===== src/rtl/ecg_pkg.sv =====
// Shared ECG datapath constants and the ADC code conversion helper.
//   ECG_INOUT_WIDTH : sample width on the filter-chain AXIS buses
//   ECG_FS_HZ       : ECG sample rate
//   ECG_CLK_HZ      : system clock rate
//   ECG_CLK_DIV     : system clock cycles per sample period
//   offset_to_signed: offset-binary ADC code -> left-justified two's complement
package ecg_pkg;

  localparam int unsigned ECG_INOUT_WIDTH = 16;
  localparam int unsigned ECG_FS_HZ       = 500;
  localparam int unsigned ECG_CLK_HZ      = 100_000_000;
  localparam int unsigned ECG_CLK_DIV     = ECG_CLK_HZ / ECG_FS_HZ;

  // code holds the ADC value right-justified. Any bits at or above adc_w are shifted
  // out by the final left shift, so the caller does not need to mask them.
  function automatic logic [ECG_INOUT_WIDTH-1:0] offset_to_signed(
    input logic [ECG_INOUT_WIDTH-1:0] code,
    input int unsigned                adc_w
  );
    logic [ECG_INOUT_WIDTH-1:0] flipped;
    flipped = code ^ (ECG_INOUT_WIDTH'(1) << (adc_w - 1));
    return flipped << (ECG_INOUT_WIDTH - adc_w);
  endfunction

endpackage


===== src/rtl/ecg_axis_sample_source_if.sv =====
// AXI4-Stream data channel (tdata/tvalid/tready) between the sample source and
// the filter input.
//   master: drives tdata, tvalid; receives tready
//   slave : receives tdata, tvalid; drives tready
interface ecg_axis_sample_source_if
  import ecg_pkg::*;
#(
  parameter int unsigned width = ECG_INOUT_WIDTH
) ();

  logic [width-1:0] tdata;
  logic             tvalid;
  logic             tready;

  modport master (
    output tdata,
    output tvalid,
    input  tready
  );

  modport slave (
    input  tdata,
    input  tvalid,
    output tready
  );

endinterface


===== src/rtl/axis_sync_fifo.sv =====
// Single-clock circular-buffer FIFO with first-word-fall-through read data.
//   clk_i, rst_i : clock, synchronous active-high reset (clears pointers)
//   wr_en_i      : write wr_data_i (ignored when full)
//   rd_en_i      : pop the head (ignored when empty)
//   rd_data_o    : current head entry, valid while empty_o = 0
//   full_o       : no free entries
//   empty_o      : no stored entries
//   level_o      : number of stored entries, 0..depth
module axis_sync_fifo #(
  parameter int unsigned width = 16,
  parameter int unsigned depth = 16
) (
  input  logic                   clk_i,
  input  logic                   rst_i,
  input  logic                   wr_en_i,
  input  logic [width-1:0]       wr_data_i,
  input  logic                   rd_en_i,
  output logic [width-1:0]       rd_data_o,
  output logic                   full_o,
  output logic                   empty_o,
  output logic [$clog2(depth):0] level_o
);

  localparam int unsigned AddrW = $clog2(depth);

  // Pointers carry one extra wrap bit so full and empty are distinguishable.
  logic [AddrW:0]   wr_ptr_q, wr_ptr_d;
  logic [AddrW:0]   rd_ptr_q, rd_ptr_d;
  logic [width-1:0] mem_q [depth];
  logic             do_wr, do_rd;

  assign empty_o = (wr_ptr_q == rd_ptr_q);
  assign full_o  = (wr_ptr_q[AddrW] != rd_ptr_q[AddrW]) &&
                   (wr_ptr_q[AddrW-1:0] == rd_ptr_q[AddrW-1:0]);
  assign level_o = wr_ptr_q - rd_ptr_q;

  assign do_wr = wr_en_i && !full_o;
  assign do_rd = rd_en_i && !empty_o;

  assign rd_data_o = mem_q[rd_ptr_q[AddrW-1:0]];

  always_comb begin
    wr_ptr_d = wr_ptr_q;
    rd_ptr_d = rd_ptr_q;
    if (do_wr) wr_ptr_d = wr_ptr_q + 1'b1;
    if (do_rd) rd_ptr_d = rd_ptr_q + 1'b1;
  end

  always_ff @(posedge clk_i) begin
    if (rst_i) begin
      wr_ptr_q <= '0;
      rd_ptr_q <= '0;
    end else begin
      wr_ptr_q <= wr_ptr_d;
      rd_ptr_q <= rd_ptr_d;
    end
  end

  // Storage is not reset; contents are only visible through the pointers.
  always_ff @(posedge clk_i) begin
    if (do_wr) mem_q[wr_ptr_q[AddrW-1:0]] <= wr_data_i;
  end

endmodule


===== src/rtl/ecg_axis_sample_source.sv =====
// ECG sample source: paces the ADC, converts its offset-binary codes to signed
// samples, buffers them and presents them as an AXI4-Stream master.
//   clk, rst       : clock, synchronous active-high reset
//   enable         : run control; 0 stops convst ticks and ignores adc_valid
//   adc_convst     : one-cycle conversion-start pulse per sample period
//   adc_valid      : adc_data strobe
//   adc_data       : offset-binary ADC code
//   m_axis         : AXIS master (tdata = signed sample)
//   fifo_level     : FIFO occupancy, not counting the output register
//   overflow       : sticky, a sample was dropped on a full FIFO
//   overflow_clr   : clears overflow and overflow_count
//   overflow_count : dropped-sample count, saturating
module ecg_axis_sample_source
  import ecg_pkg::*;
#(
  parameter int unsigned adc_width   = 12,
  parameter int unsigned inout_width = ECG_INOUT_WIDTH,
  parameter int unsigned clk_div     = ECG_CLK_DIV,
  parameter int unsigned fifo_depth  = 16
) (
  input  logic                        clk,
  input  logic                        rst,
  input  logic                        enable,
  output logic                        adc_convst,
  input  logic                        adc_valid,
  input  logic [adc_width-1:0]        adc_data,
  ecg_axis_sample_source_if.master    m_axis,
  output logic [$clog2(fifo_depth):0] fifo_level,
  output logic                        overflow,
  input  logic                        overflow_clr,
  output logic [15:0]                 overflow_count
);

  localparam int unsigned CntW = $clog2(clk_div);
  localparam logic [CntW-1:0] CntLast = CntW'(clk_div - 1);

  // ---------------------------------------------------------------------------
  // Sample-period tick
  // ---------------------------------------------------------------------------
  logic [CntW-1:0] cnt_q, cnt_d;

  always_comb begin
    cnt_d = cnt_q;
    if (!enable)               cnt_d = '0;
    else if (cnt_q == CntLast) cnt_d = '0;
    else                       cnt_d = cnt_q + 1'b1;
  end

  always_ff @(posedge clk) begin
    if (rst) cnt_q <= '0;
    else     cnt_q <= cnt_d;
  end

  // cnt_q is held at 0 by reset and by enable=0, so the pulse cannot fire then.
  assign adc_convst = enable && (cnt_q == CntLast);

  // ---------------------------------------------------------------------------
  // Conversion and FIFO write / drop
  // ---------------------------------------------------------------------------
  logic [inout_width-1:0] conv_data;
  logic                   fifo_full, fifo_empty;
  logic [inout_width-1:0] fifo_head;
  logic                   sample_in, fifo_wr, drop;
  logic                   load;

  assign conv_data = inout_width'(offset_to_signed(ECG_INOUT_WIDTH'(adc_data), adc_width));

  assign sample_in = adc_valid && enable;
  // A pop in the same cycle does not make room: a full FIFO always drops.
  assign fifo_wr   = sample_in && !fifo_full;
  assign drop      = sample_in && fifo_full;

  axis_sync_fifo #(
    .width (inout_width),
    .depth (fifo_depth)
  ) u_fifo (
    .clk_i     (clk),
    .rst_i     (rst),
    .wr_en_i   (fifo_wr),
    .wr_data_i (conv_data),
    .rd_en_i   (load),
    .rd_data_o (fifo_head),
    .full_o    (fifo_full),
    .empty_o   (fifo_empty),
    .level_o   (fifo_level)
  );

  // ---------------------------------------------------------------------------
  // Overflow tracking
  // ---------------------------------------------------------------------------
  logic        overflow_q, overflow_d;
  logic [15:0] ovf_cnt_q, ovf_cnt_d;

  always_comb begin
    overflow_d = overflow_q;
    ovf_cnt_d  = ovf_cnt_q;
    if (overflow_clr) begin
      // A drop coinciding with the clear is the first of a new count.
      overflow_d = drop;
      ovf_cnt_d  = drop ? 16'd1 : 16'd0;
    end else if (drop) begin
      overflow_d = 1'b1;
      if (ovf_cnt_q != 16'hFFFF) ovf_cnt_d = ovf_cnt_q + 16'd1;
    end
  end

  always_ff @(posedge clk) begin
    if (rst) begin
      overflow_q <= 1'b0;
      ovf_cnt_q  <= '0;
    end else begin
      overflow_q <= overflow_d;
      ovf_cnt_q  <= ovf_cnt_d;
    end
  end

  assign overflow       = overflow_q;
  assign overflow_count = ovf_cnt_q;

  // ---------------------------------------------------------------------------
  // AXIS output register
  // ---------------------------------------------------------------------------
  logic                   out_valid_q, out_valid_d;
  logic [inout_width-1:0] out_data_q, out_data_d;

  // Refill whenever the register is empty or its beat is leaving this edge.
  assign load = !fifo_empty && (!out_valid_q || m_axis.tready);

  always_comb begin
    out_valid_d = out_valid_q;
    out_data_d  = out_data_q;
    if (load) begin
      out_valid_d = 1'b1;
      out_data_d  = fifo_head;
    end else if (m_axis.tready) begin
      out_valid_d = 1'b0;
    end
  end

  always_ff @(posedge clk) begin
    if (rst) begin
      out_valid_q <= 1'b0;
      out_data_q  <= '0;
    end else begin
      out_valid_q <= out_valid_d;
      out_data_q  <= out_data_d;
    end
  end

  assign m_axis.tvalid = out_valid_q;
  assign m_axis.tdata  = out_data_q;

endmodule


===== src/flat_wrapper.sv =====
// flat-port wrapper written by rule: the top's interface ports become plain ports
module ecg_axis_sample_source_flat import ecg_pkg::*;
#(
  parameter int unsigned adc_width   = 12,
  parameter int unsigned inout_width = ECG_INOUT_WIDTH,
  parameter int unsigned clk_div     = ECG_CLK_DIV,
  parameter int unsigned fifo_depth  = 16
)
  (clk, rst, enable, adc_convst, adc_valid, adc_data, fifo_level, overflow, overflow_clr, overflow_count, m_axis_tdata, m_axis_tvalid, m_axis_tready);
  ecg_axis_sample_source_if #(.width(16)) m_axis_i ();
  input  logic clk;
  input  logic rst;
  input  logic enable;
  output logic adc_convst;
  input  logic adc_valid;
  input  logic [adc_width-1:0] adc_data;
  output logic [$clog2(fifo_depth):0] fifo_level;
  output logic overflow;
  input  logic overflow_clr;
  output logic [15:0] overflow_count;
  output wire logic [$bits(m_axis_i.tdata)-1:0] m_axis_tdata;
  output wire logic [$bits(m_axis_i.tvalid)-1:0] m_axis_tvalid;
  input wire logic [$bits(m_axis_i.tready)-1:0] m_axis_tready;
  assign m_axis_tdata = m_axis_i.tdata;
  assign m_axis_tvalid = m_axis_i.tvalid;
  assign m_axis_i.tready = m_axis_tready;
  ecg_axis_sample_source #(.adc_width(adc_width), .inout_width(inout_width), .clk_div(clk_div), .fifo_depth(fifo_depth)) u_core (.clk(clk), .rst(rst), .enable(enable), .adc_convst(adc_convst), .adc_valid(adc_valid), .adc_data(adc_data), .m_axis(m_axis_i), .fifo_level(fifo_level), .overflow(overflow), .overflow_clr(overflow_clr), .overflow_count(overflow_count));
endmodule

===== config.mk =====
export PLATFORM = sky130hd
export DESIGN_NAME = ecg_axis_sample_source_flat
export DESIGN_NICKNAME = d
export VERILOG_FILES = /design/src/rtl/ecg_pkg.sv /design/src/rtl/ecg_axis_sample_source_if.sv /design/src/rtl/axis_sync_fifo.sv /design/src/rtl/ecg_axis_sample_source.sv /design/src/flat_wrapper.sv
export SDC_FILE = /design/constraint.sdc
export NUM_CORES = 1
export LEC_CHECK = 0
export CAP_MARGIN = 15
export CORE_MARGIN = 2
export CORE_UTILIZATION = 53
export DETAILED_ROUTE_END_ITERATION = 6
export PLACE_DENSITY = 0.78
export SLEW_MARGIN = 5
export SYNTH_ARGS = -nofsm -noshare
export SYNTH_HDL_FRONTEND = slang
export SYNTH_SLANG_ARGS = --single-unit

===== constraint.sdc =====
create_clock -name clk -period 3.1 [get_ports clk]
set_input_delay 0.465 -clock clk [delete_from_list [all_inputs] [get_ports clk]]
set_output_delay 0.465 -clock clk [all_outputs]
set_load 0.01 [all_outputs]

* Word-level counts from Yosys, hierarchy flattened *
Memories as Yosys holds them, arrays and structs flattened. A register that Yosys moved wholly into a read port is not among the register bits.
Cells that the tools add are included.

word-level totals
  bits in registers = 62
  memory bits (writable) = 192
  bits of input ports = 18
  memories = 1

cells by class
  add/subtract/negate cells = 5
  eq/ne operators = 5
  mux-type cells = 10
  bitwise gates (word level) = 2
  reduce and logical (&&, ||, !) cells = 17

memory list
  memory               depth  width  read ports  clocked after memory_dff  write ports  line                  source
  u_core.u_fifo.mem_q  16     12     1           1                         1            axis_sync_fifo.sv:29  logic [width-1:0] mem_q [depth];

operator list
  operator                                                          number
  16-bit two-way mux                                                3
  18-bit by 1-bit adder with 18-bit output (second input constant)  1
  18-bit equality test (second input constant)                      1
  16-bit by 1-bit adder with 16-bit output (second input constant)  1
  16-bit != test (second input constant)                            1
  5-bit by 1-bit adder with 5-bit output (second input constant)    2
  1-bit logical AND                                                 8
  1-bit two-way mux                                                 7
  2-bit nonzero test                                                3
  5-bit equality test                                               1
  5-bit subtractor                                                  1
  4-bit equality test                                               1
  1-bit zero test                                                   3
  3-bit OR reduction                                                1
  1-bit NOT                                                         2
  2-bit AND reduction                                               1
  1-bit logical OR                                                  1
  1-bit != test                                                     1

* Logic depth before layout (Yosys ltp) *
  depth after elaboration = 7
  mapped depth = 10
  mapped depth without buffers = 7

* Modules after synthesis *
Synthesis repeated with hierarchy kept, for this count alone.

second synthesis, totals
  cells, all modules = 778
  area total of the unflattened synthesis = 12,783.5 sq um

modules (own cells, without submodules)
  module                  times used  cells an instance  area each (sq um)  seq. area each (sq um)
  axis_sync_fifo          1           499                10,435.0           7,967.6
  ecg_axis_sample_source  1           279                2,348.5            1,041.0

* Worst setup path before layout *
No wires, ideal clock.

  path type = reg2reg
  start = register u_core.u_fifo.rd_ptr_q[1]
  end = memory u_core.u_fifo.mem_q[3][0] in the netlist's numbering, enable pin
  setup time = 0.396 ns
  data arrival time = 3.013 ns
  data required time = 2.704 ns
  setup slack = -0.309 ns
  cell stages (with the launch flop) = 10
  cell sequence = dfxtp_1 > buf_2 > buf_2 > buf_2 > inv_1 > ha_1 > and4_1 > a21oi_2 > nand2_1 > nor3_1

on the way
  cells in the longest elaborated chain, start to end = 7

RTL lines
  element                                      line                                                source
  start, declared                              axis_sync_fifo.sv:28                                logic [AddrW:0] rd_ptr_q, rd_ptr_d;
  start signal, assigned                       axis_sync_fifo.sv:55                                rd_ptr_q <= rd_ptr_d;
  4-bit equality test (*)                      axis_sync_fifo.sv:34                                (wr_ptr_q[AddrW-1:0] == rd_ptr_q[AddrW-1:0]);
  1-bit logical AND (*)                        axis_sync_fifo.sv:33                                assign full_o = (wr_ptr_q[AddrW] != rd_ptr_q[AddrW]) &&
  1-bit zero test (*)                          axis_sync_fifo.sv:37, ecg_axis_sample_source.sv:70
  1-bit logical AND                            ecg_axis_sample_source.sv:70                        assign fifo_wr = sample_in && !fifo_full;
  1-bit logical AND (*)                        axis_sync_fifo.sv:37                                assign do_wr = wr_en_i && !full_o;
  1-bit two-way mux (*)                        axis_sync_fifo.sv:61                                if (do_wr) mem_q[wr_ptr_q[AddrW-1:0]] <= wr_data_i;
  1-bit two-way mux (implied by the code) (*)  axis_sync_fifo.sv:61
  end, declared                                axis_sync_fifo.sv:29

Mark *: on every way between the ends. The rest lies on a longest branch, timed or not.

* Worst setup path after layout *
  start = register u_core.cnt_q[15]
  end = output adc_convst

on the way
  cells in the longest elaborated chain, start to end = 2

RTL lines
  element                 line                          source
  start, declared         ecg_axis_sample_source.sv:40  logic [CntW-1:0] cnt_q, cnt_d;
  start signal, assigned  ecg_axis_sample_source.sv:51  else cnt_q <= cnt_d;
  18-bit equality test    ecg_axis_sample_source.sv:55  assign adc_convst = enable && (cnt_q == CntLast);
  1-bit logical AND       ecg_axis_sample_source.sv:55
  end, declared           flat_wrapper.sv:14            output logic adc_convst;

Every way passes these cells.

==> results.sh <==
export IMPL_clockRootBuffer="clkbuf_16"
export IMPL_diodes=0
export IMPL_max_slew_margin_rel=0.2494
export IMPL_layout_common_cells="edfxtp_1 (192), dfxtp_1 (56), clkdlybuf4s50_1 (52)"
export IMPL_drtIter0Drc=548
export IMPL_min_from="u_core.cnt_q[0]"
export IMPL_clk_path_buf_depth=3
export IMPL_rsz0062_at_grt="false"
export IMPL_fin_setup_tns_ns=0
export IMPL_synthCells=657
export IMPL_die_x_um=142.0
export IMPL_outcome="complete, no violations"
export IMPL_grt_pass1_vias=6034
export IMPL_yosysSeqAreaShare=0.6865
export IMPL_dpl_cell_area_sq_um=10940
export IMPL_dp_hpwl_um=12770
export IMPL_worst_r2r_cell_count=6
export IMPL_routed_via_density=5.990
export IMPL_rows=50
export IMPL_worstHoldPathType="flip-flop to flip-flop"
export IMPL_layout_drive_gt1_share=0.1694
export IMPL_fin_total_pwr_w=0.008052
export IMPL_port_buffers=53
export IMPL_die_height_um=142.0
export IMPL_ys_warn_count=0
export IMPL_hold_path_end="u_core.cnt_q[0]"
export IMPL_clk_pin_slew_worst_paths_ns=0.06
export IMPL_postCtsSetupBuffers=0
export IMPL_timing_rr_end="u_core.m_axis.tdata[5]"
export IMPL_finalCriticalPeriod_ns=2.918
export IMPL_synthFlopType="edfxtp_1"
export IMPL_grt_antenna_before_repair=0
export IMPL_reg2reg_slack_ns=0.45
export IMPL_final_common_cell="edfxtp_1"
export IMPL_cp_required_ns=2.63
export IMPL_p_leak_nw=3.790
export IMPL_pin_count=58
export IMPL_cts_hold_buf=0
export IMPL_route_vias_total=5858
export IMPL_worstPathArrival_ns=2.45
export IMPL_stdcell_area_sq_um=11770
export IMPL_worstMarginPinSlew_ns=1.126
export IMPL_synth_cell_type_count=53
export IMPL_fmax_ghz=0.3427
export IMPL_rr_startpoint="u_core.u_fifo.rd_ptr_q[3]"
export IMPL_avgSynthCellArea_sq_um=15.36
export IMPL_startpoint_type="flip-flop"
export IMPL_cp_startpoint="u_core.cnt_q[15]"
export IMPL_power_density_nw_per_um2=684.2
export IMPL_grt_first_pass_wirelength_um=31850
export IMPL_start_util=0.5394
export IMPL_core_area_sq_um=18710
export IMPL_nets=756
export IMPL_final_antenna_net_count=0
export IMPL_maxCapViolations=0
export IMPL_drt_wl_total_um=20330
export IMPL_period_share=0.9412
export IMPL_track_usage=0.2041
export IMPL_hold_depth=1
export IMPL_synth_area_sq_um=10090
export IMPL_final_hold_violation_count=0
export IMPL_whs_ns=0.4840
export IMPL_gp_congestion=0.8508
export IMPL_final_max_slew_viol_count=0
export IMPL_drt_first_pass_iters=5
export IMPL_tritoncts="yes"
export IMPL_ys_seq_elements=250
export IMPL_ir_worst_vdd_uv=369.4
export IMPL_cts_sinks=250
export IMPL_skew_ns=0.01361
export IMPL_drc_errors=0
export IMPL_cts_buffers=24
export IMPL_wire_per_inst_um=20.79
export IMPL_cts_max_level=1
export IMPL_dieArea_sq_um=20160
export IMPL_grt_max_degree=75
export IMPL_critPathMaxFanout=4
export IMPL_grt_overflow=0
export IMPL_cts_resized=1
export IMPL_synth_edf_count=192
export IMPL_finalSetupViolations=0
export IMPL_async_flop_share=0
export IMPL_fillers=1292
export IMPL_clock_latency_ns=0.51
export IMPL_endpoint_kind="output pin"
export IMPL_path_class="flip-flop to output pin"
export IMPL_area_growth_synth_to_final_pct=16.63
==> how the worst max path moves through the flow <==
stage,to,slack [ns],cells after the start
3_5_place_dp,u_core.u_fifo.mem_q[3][4],0.50,7
2_1_floorplan,u_core.u_fifo.mem_q[0][0],-0.25,9
6_report,adc_convst,0.18,4
3_3_place_gp,fifo_level[4],0.57,8
5_1_grt,adc_convst,0.05,5
4_1_cts,adc_convst,0.11,4
==> where the power goes <==
group	internal, W	switching (W)	leakage, nW	total, W
Clock	0.00179	0.00119	0.397	0.00297
Combinational	0.000643	0.000663	1.19	0.00131
Sequential	0.00370	0.0000679	2.20	0.00377
==> worst max-delay path, cell delays in order, from the launching register on <==
cell             delay, ns
dfxtp_1               0.34
or4_1                 0.54
nor4_2                0.32
and3_1                0.21
clkdlybuf4s50_1       0.53
==> cell usage after synthesis (all sizes together), types with 11 or more instances <==
library cell / instances / area share
nand3b: 11 / 0.0082
nor2: 48 / 0.018
xor2: 23 / 0.020
buf: 19 / 0.011
o22ai: 23 / 0.014
o41ai: 11 / 0.0095
nand4: 11 / 0.0068
o21ai: 14 / 0.0073
a22o: 12 / 0.010
edfxtp: 192 / 0.57
a21oi: 11 / 0.0062
ha: 11 / 0.014
nor3: 12 / 0.0060
inv: 12 / 0.0045
dfxtp: 58 / 0.12
nand2: 21 / 0.0078
nand3: 16 / 0.0079
clkbuf: 15 / 0.0056
xnor2: 15 / 0.014
mux2: 24 / 0.027
mux4: 24 / 0.054
mux2i: 25 / 0.025
==> layout make-up <==
cell class	count	area, sq um	area share
flip-flops and latches	250	6932	0.5891
clock buffers	29	629.4	0.05348
well taps	234	292.8	0.02488
clock inverters	15	192.7	0.01637
inverters	12	45.04	0.003828
repair buffers	74	686.9	0.05837
multi-input cells	364	2989	0.2540
==> per-stage QoR <==
stage / util / worst slack [ns] / cells
2_1_floorplan: - / -0.2515 / 660
3_3_place_gp: 0.5849 / 0.5670 / 934
3_5_place_dp: 0.5849 / 0.5007 / 934
4_1_cts: 0.6288 / 0.1064 / 978
5_1_grt: 0.6291 / 0.05435 / 978
6_report: 0.6291 / 0.1823 / 978
==> flip-flops by register name (all words and copies together), names as in the netlist <==
register / flops
u_core.u_fifo.mem_q: 192
u_core.cnt_q: 18
u_core.overflow_count: 16
u_core.m_axis.tdata: 12
u_core.u_fifo.rd_ptr_q: 5
u_core.u_fifo.wr_ptr_q: 5
u_core.m_axis.tvalid: 1
u_core.overflow: 1
==> layer usage <==
metal,GRT usage,up-vias,wire length [um],part of all wire
met1,0.2698,2989,8539,0.42
met4,0.05789,0,356,0.018
met5,0,-,0,0
met2,0.3544,173,10480,0.52
met3,0.03197,32,954,0.047
li1,-,2664,-,-
==> logic make-up after synthesis <==
logic type | count (synthesis) | share of synthesized area
AOI/OAI and AO/OA | 82 | 0.05680
xor gates and xnor gates | 38 | 0.03373
adders and majority gates | 12 | 0.01562
buffers and inverters | 46 | 0.02096
DFF | 250 | 0.6865
muxes | 73 | 0.1052
other | 1 | 0.0003717
and+or+nand+nor | 155 | 0.08085
(Power assumes the default switching activity.)
